===== config.mk =====
export PLATFORM = sky130hd
export DESIGN_NAME = systolic_sequencer
export DESIGN_NICKNAME = d
export VERILOG_FILES = /design/src/rtl/systolic_pkg.sv /design/src/rtl/seq_phase_timer.sv /design/src/rtl/systolic_sequencer.sv
export SDC_FILE = /design/constraint.sdc
export NUM_CORES = 1
export LEC_CHECK = 0
export CAP_MARGIN = 15
export CORE_ASPECT_RATIO = 0.6
export CORE_MARGIN = 1.5
export CORE_UTILIZATION = 30
export DETAILED_ROUTE_END_ITERATION = 6
export GPL_TIMING_DRIVEN = 0
export PLACE_DENSITY = 0.59
export REMOVE_ABC_BUFFERS = 1
export SYNTH_ARGS = -nofsm -noshare
export SYNTH_HDL_FRONTEND = slang
export SYNTH_SLANG_ARGS = --single-unit

===== constraint.sdc =====
create_clock -name clk -period 4.68 [get_ports clk]
set_input_delay 0.936 -clock clk [delete_from_list [all_inputs] [get_ports clk]]
set_output_delay 0.936 -clock clk [all_outputs]
set_load 0.01 [all_outputs]

===== src/rtl/systolic_pkg.sv =====
// Shared types and helpers for the systolic array phase sequencer.
package systolic_pkg;

   typedef enum logic [2:0] {
      IDLE  = 3'd0,
      READ  = 3'd1,
      COMP  = 3'd2,
      WRITE = 3'd3,
      DONE  = 3'd4
   } seq_state_t;

   // Cycles needed for data to ripple fully through an N x N systolic array.
   function automatic int comp_cycles(input int array_size);
      return 3 * array_size - 2;
   endfunction

endpackage


===== src/rtl/seq_phase_timer.sv =====
// Loadable down-counter with a zero flag; stops at zero until reloaded.
module seq_phase_timer #(
   parameter int W = 8
) (
   input  logic         clk,
   input  logic         rst,
   input  logic         load,
   input  logic [W-1:0] load_val,
   input  logic         dec,
   output logic [W-1:0] count,
   output logic         zero
);

   // NOTE: state registers use non-blocking assignments so every flop samples pre-edge values.
   always_ff @(posedge clk or posedge rst) begin
      if (rst) begin
         count <= '0;
      end else if (load) begin
         count <= load_val;
      end else if (dec && !zero) begin
         count <= count - 1'b1;
      end
   end

   assign zero = (count == '0);

endmodule


===== src/rtl/systolic_sequencer.sv =====
// Multi-tile read -> compute -> write phase sequencer for the systolic array.
// Optional per-phase watchdog enabled by defining SYSTOLIC_SEQ_TMO_EN.
module systolic_sequencer
   import systolic_pkg::*;
#(
   parameter int               ARRAY_SIZE = 2,
   parameter int               TILE_W     = 8,
   parameter int               TMO_W      = 16,
   parameter logic [TMO_W-1:0] TMO_MAX    = 16'hFFFF
) (
   input  logic              clk,
   input  logic              rst,
   input  logic              tpu_start,
   input  logic [TILE_W-1:0] num_tiles,
   input  logic              abort,
   input  logic              rempty,
   input  logic              wfull,
   input  logic              read_done,
   input  logic              write_done,
   output logic              read_start,
   output logic              compute_start,
   output logic              write_start,
   output logic              busy,
   output logic [TILE_W-1:0] tile_idx,
   output logic              tpu_done,
   output logic              error
);

   localparam int               COMP_W    = $clog2(3 * ARRAY_SIZE);
   localparam logic [COMP_W-1:0] COMP_LOAD = COMP_W'(comp_cycles(ARRAY_SIZE) - 1);

   seq_state_t        state;
   logic [TILE_W-1:0] tiles_q;
   logic [COMP_W-1:0] comp_cnt_unused;
   logic              comp_zero;
   logic              read_go;
   logic              write_go;
   logic              last_tile;
   logic              timeout;

   // Strobes are gated by FIFO status in the same cycle; a phase only
   // completes while its strobe is actually asserted.
   assign read_start    = (state == READ) && !rempty;
   assign compute_start = (state == COMP);
   assign write_start   = (state == WRITE) && !wfull;
   assign busy          = (state != IDLE);
   assign tpu_done      = (state == DONE);

   assign read_go   = read_start && read_done;
   assign write_go  = write_start && write_done;
   assign last_tile = (tile_idx == tiles_q - TILE_W'(1));

   seq_phase_timer #(.W(COMP_W)) u_comp_timer (
      .clk      (clk),
      .rst      (rst),
      .load     (read_go && !abort),
      .load_val (COMP_LOAD),
      .dec      (compute_start),
      .count    (comp_cnt_unused),
      .zero     (comp_zero)
   );

`ifdef SYSTOLIC_SEQ_TMO_EN
   localparam logic [TMO_W-1:0] WD_LOAD = TMO_MAX - 1'b1;

   logic [TMO_W-1:0] wd_cnt_unused;
   logic             wd_zero;
   logic             wd_active;
   logic             wd_load;
   logic             error_q;

   assign wd_active = (state == READ) || (state == WRITE);
   // Reload on every entry into READ or WRITE.
   assign wd_load   = !abort && (((state == IDLE) && tpu_start && (num_tiles != '0))
                              || ((state == COMP) && comp_zero)
                              || (write_go && !last_tile));
   assign timeout   = wd_active && wd_zero && !read_go && !write_go && !abort;

   seq_phase_timer #(.W(TMO_W)) u_wd_timer (
      .clk      (clk),
      .rst      (rst),
      .load     (wd_load),
      .load_val (WD_LOAD),
      .dec      (wd_active),
      .count    (wd_cnt_unused),
      .zero     (wd_zero)
   );

   always_ff @(posedge clk or posedge rst) begin
      if (rst) begin
         error_q <= 1'b0;
      end else if ((state == IDLE) && tpu_start) begin
         error_q <= 1'b0;
      end else if (timeout) begin
         error_q <= 1'b1;
      end
   end

   assign error = error_q;
`else
   // Watchdog parameters stay on the interface so both builds share one instantiation.
   localparam int tmo_params_unused = TMO_W + int'(TMO_MAX[0]);

   assign timeout = 1'b0;
   assign error   = 1'b0;
`endif

   always_ff @(posedge clk or posedge rst) begin
      if (rst) begin
         state    <= IDLE;
         tiles_q  <= '0;
         tile_idx <= '0;
      end else if (abort && (state != IDLE)) begin
         state <= IDLE;
      end else begin
         case (state)
            IDLE: begin
               if (tpu_start) begin
                  if (num_tiles != '0) begin
                     tiles_q  <= num_tiles;
                     tile_idx <= '0;
                     state    <= READ;
                  end else begin
                     state <= DONE;
                  end
               end
            end
            READ: begin
               if (read_go) begin
                  state <= COMP;
               end else if (timeout) begin
                  state <= DONE;
               end
            end
            COMP: begin
               if (comp_zero) begin
                  state <= WRITE;
               end
            end
            WRITE: begin
               if (write_go) begin
                  if (last_tile) begin
                     state <= DONE;
                  end else begin
                     tile_idx <= tile_idx + 1'b1;
                     state    <= READ;
                  end
               end else if (timeout) begin
                  state <= DONE;
               end
            end
            DONE:    state <= IDLE;
            default: state <= IDLE;
         endcase
      end
   end

endmodule

# Yosys cells after proc, flatten, opt, wreduce, memory -nomap -nowiden
# Cells that the tools add are included.
[op_classes]
add_sub_neg = 3
n_eq_ne = 13
mux = 15
n_bitwise = 1
reduce_logical = 20
[ops]
columns = ["op", "count"]
rows = [
  ["$mux 8", 4],
  ["$mux 3", 9],
  ["$pmux 8 s2", 1],
  ["$pmux 3 s4", 1],
  ["$add 8x1->8 const B", 1],
  ["$eq 8x8->1", 1],
  ["$ne 2x2->1 const B", 4],
  ["$reduce_and 4->1", 2],
  ["$reduce_bool 8->1", 1],
  ["$sub 8x1->8 const B", 1],
  ["$logic_and 1x1->1", 7],
  ["$eq 3x2->1 const B", 2],
  ["$logic_not 3->1", 2],
  ["$ne 3x2->1 const B", 2],
  ["$ne 3x3->1 const B", 2],
  ["$reduce_and 6->1", 1],
  ["$logic_not 1->1", 4],
  ["$reduce_bool 2->1", 2],
  ["$eq 3x1->1 const B", 1],
  ["$eq 3x3->1 const B", 1],
  ["$reduce_bool 3->1", 1],
  ["$sub 3x1->3 const B", 1],
  ["$not 1->1", 1],
]
[totals]
regBits = 22
in_bits = 16
out_inout_bits = 14
elab_cells = 56

# Longest topological paths before layout
[logic_depth]
word_depth = 6
ltp_mapped = 9
mapped_depth_nobuf = 8

# Cells and area by module
# A second synthesis with hierarchy kept.
[hier_totals]
cells_unflattened = 168
hier_area_um2 = 1600.3
[modules_own_cells]
columns = ["module", "instances", "cells_per_inst", "area_each_um2", "seq_area_each_um2"]
rows = [
  ["systolic_sequencer", 1, 148, 1386.3, 475.5],
  ["seq_phase_timer", 1, 20, 214.0, 75.1],
]

# Worst setup path after synthesis
# OpenSTA, ideal clock, no wires.
[synth_timing]
path_kind = "register to register"
startpoint = "register tiles_q[3]"
endpoint = "register tile_idx[0]"
setup_ps = 125
arrival_time_ps = 2607
required_time_ps = 4555
slack_ps = 1948
path_stages_with_launch = 7
n_path_buf = 0
period_less_slack_ps = 2732
cell_sequence = "dfrtp_1 or4_4 or4_2 a21o_1 a2111oi_4 nor3_2 mux2_2"
[synth_via]
elab_chain_len = 4
[synth_rtl]
columns = ["element", "line", "rtl"]
rows = [
  ["from (decl)", "systolic_sequencer.sv:33", "logic [TILE_W-1:0] tiles_q;"],
  ["from (signal assigned)", "systolic_sequencer.sv:120", "tiles_q <= num_tiles;"],
  ["$sub 8x1->8", "systolic_sequencer.sv:51", "assign last_tile = (tile_idx == tiles_q - TILE_W'(1));"],
  ["$eq 8x8->1", "systolic_sequencer.sv:51", ""],
  ["$ne 2x2->1 (no source line)", "n/a", ""],
  ["$reduce_and 6->1 (no source line)", "n/a", ""],
  ["to (signal assigned)", "systolic_sequencer.sv:145", "tile_idx <= tile_idx + 1'b1;"],
  ["to (decl)", "systolic_sequencer.sv:24", "output logic [TILE_W-1:0] tile_idx,"],
]
# Every way passes these cells.
# A chain may end at the register's enable or synchronous reset.

# Final worst setup path
[layout_timing]
startpoint = "register tiles_q[0]"
endpoint = "register tile_idx[1]"
# The elaborated chain is that of the path after synthesis.

==> flow_metrics.tcl <==
set metrics [dict create \
    crit_arrival_ns 3.42 \
    crit_path_max_fanout 14 \
    hold_path_class "reg2reg" \
    grt_antenna_before_repair 0 \
    drv_cap 0 \
    core_area_sq_mm 0.004659 \
    grt_setup_unrepaired "false" \
    cts_tree "done" \
    placed_cell_area_sq_mm 0.001784 \
    comb_power_share_pct 44.1 \
    p_sw_uw 295.7 \
    r2r.worst_path.cells 6 \
    async_flop_share_pct 100.0 \
    setup_viol 0 \
    cts_root_buf "clkbuf_8" \
    min_path_cells 2 \
    power_leakage_uw 0.0007371 \
    clkSinkCount 22 \
    grt_max_degree 23 \
    status "completed" \
    dieHeight_microns 57.48 \
    powerDensity_mw_per_mm2 418.8 \
    seq_area_frac_synth_pct 37.10 \
    slew_viol_final 0 \
    syn_avg_cell_area_sq_um 9.452 \
    pre_cts_ws_ns 1.336 \
    worst-path-stages 6 \
    rows 19 \
    crit_family "simple AND/OR/NAND/NOR gates" \
    final_layout_size_suffix_gt1_share_pct 14.84 \
    ctsResizeCount 0 \
    critPathBufInv 0 \
    min_from "u_comp_timer.count[1]" \
    pwr-share-clk_pct 15.4 \
    synth-seq-cells 22 \
    wl_per_cell_microns 13.72 \
    dpl.hpwl_microns 2633 \
    crit_path_end_kind "flip-flop" \
    cts_buffers 3 \
    fin_tns_setup_ns 0 \
    fin_skew_ns 0.005921 \
    critPathKind "reg2reg" \
    relSlewSlack_pct 42.51 \
    required_ns 4.83 \
    seq_power_share_pct 40.6 \
    die-area_sq_mm 0.005391 \
    tightest_slew_ns 0.8614 \
    routed_wl_microns 3361 \
    yosysTopAreaCellShare_pct 37.10 \
    p_sw_share_pct 38.68 \
    period_share_pct 69.90 \
    synth.yosys.warnings 0 \
    post-route-util_pct 39.18 \
    r2r_end "tile_idx[1]" \
    drt_pass1_iterations 4 \
    fill_cells 489 \
    syn_inst 157 \
    synth_edf_count 0 \
    synth_ff_type "dfrtp_1" \
    insertion_delay_ns 0.26 \
    netlist-cell-type-count 44 \
    clk_pin_slew_worst_paths_ns 0.08 \
    grt.overflow.total 0 \
    ir_worst_vdd_mv 0.1380 \
    fmax_ghz 0.3057 \
    holdWs_ns 0.5231 \
    grt_pass1_vias 990 \
    p_int_uw 468.9 \
    setup_ws_ns 1.409 \
    grt.total_usage_pct 12.99 \
    syn_to_final_growth_pct 23.02 \
    dieWidth_microns 93.80 \
    crit_path_max_incr_delay_ns 0.72 \
    postCtsHoldBufs 0 \
    crit_chain "or4_4 -> or4_1 -> a2111o_1 -> a2111oi_4 -> nor3_2 -> mux2_2" \
    viasPerCell 4.849 \
    design_area_sq_mm 0.001826 \
    drc 0 \
    ios 30 \
    port-buffer-count 28 \
    htreeDepth 1 \
    synth.area.top_cells "dfrtp_1, mux2_2, xnor2_1" \
    min_period_ns 3.271 \
    routabilityCongestion 0.8547 \
    drtIter0Drc 73 \
    fin_nets 204 \
    slowest_stage "a2111oi_4" \
    final_cell_mix "clkdlybuf4s50_1, dfrtp_1, nand2_1" \
    antenna_cells 0 \
    r2r_start "tiles_q[0]" \
    postCtsSetupBuffers 0 \
    r2r_setup_slack_ns 1.41 \
    final_common_cell "clkdlybuf4s50_1" \
    clk_path_buf_depth 2 \
    hold_viol 0 \
    worstHoldEndpoint "u_comp_timer.count[1]" \
    drtAntennaViolNets 0 \
    yosysTopAreaCell "dfrtp_1" \
    grt_pass1_wl_microns 5250 \
    syn-cell-area_sq_mm 0.001484 \
    vias 1188 \
    start_util_pct 31.85 \
    start_kind "flip-flop" \
]
-- layer usage --
metal	track usage (%)	vias to the layer above	part of all wire, %
met3	4.267	3	6.8
met1	22.66	535	60
li1	-	621	-
met2	13.77	29	32
met5	0	-	0
met4	3.198	0	0.51
-- logic make-up after synthesis --
kind of cell	Yosys count	synth area share, %
AOI/OAI and AO/OA	29	14.42
and+or+nand+nor	63	24.37
DFF	22	37.10
muxes	8	6.071
adders and majority gates	4	3.373
buffers and inverters	17	6.745
xor gates and xnor gates	13	7.673
other	1	0.2527
-- flip-flops by register name, indices dropped and copies added (netlist names) --
name / cells
u_comp_timer.count: 3
tiles_q: 8
tile_idx: 8
state: 3
-- cell usage after synthesis, types with 2 or more instances --
library cell / n
a21o_1: 2
a21oi_1: 4
and2_2: 2
and3_1: 3
buf_4: 3
buf_6: 2
dfrtp_1: 22
ha_1: 4
inv_1: 11
mux2_2: 8
nand2_1: 13
nand3_1: 7
nand4_1: 2
nor2_1: 9
nor3_1: 6
nor4_1: 3
o211ai_1: 3
o21a_1: 2
o21ai_0: 6
o21ai_1: 3
or3_2: 3
or3b_2: 2
or4_1: 2
or4_2: 4
xnor2_1: 9
xor2_1: 4
-- worst max path at each step --
stage | start | end | slack, ns
floorplan | tiles_q[3] | tile_idx[0] | 1.73
global placement | num_tiles[7] | tile_idx[3] | 1.31
detailed placement | num_tiles[7] | tile_idx[3] | 1.34
CTS | tiles_q[0] | tile_idx[1] | 1.43
global route | tiles_q[0] | tile_idx[1] | 1.27
finish | tiles_q[0] | tile_idx[1] | 1.41
-- layout make-up --
cell class                      instances  area (sq um)  share of cell area [%]
Multi-Input combinational cell        118         833.3                   45.65
Sequential cell                        22         550.5                   30.16
Timing Repair Buffer                   28         280.3                   15.35
Tap cell                               63         78.83                   4.318
Clock buffer                            3         41.29                   2.262
Inverter                               11         41.29                   2.262
-- metrics by stage --
step | power, uW | instances
global route | 820.5 | 245
floorplan | 548.6 | 151
detailed placement | 646.8 | 242
CTS | 770.0 | 245
global placement | 646.1 | 242
finish | 764.6 | 245
-- worst reg2reg max path: stages (launching register included) --
cell       delay (ns)
dfrtp_1          0.45
or4_4            0.58
or4_1            0.49
a2111o_1         0.48
a2111oi_4        0.72
nor3_2           0.14
mux2_2           0.30
-- power by group through the flow --
stage / clock network [uW] / registers (uW) / logic, uW
after floorplan: 0 / 293 / 256
after detailed placement: 0 / 312 / 334
after CTS: 124 / 309 / 338
after global routing: 128 / 320 / 372
final: 117 / 310 / 337
after global placement: 0 / 313 / 333
Power figures use the tool's default switching activity.
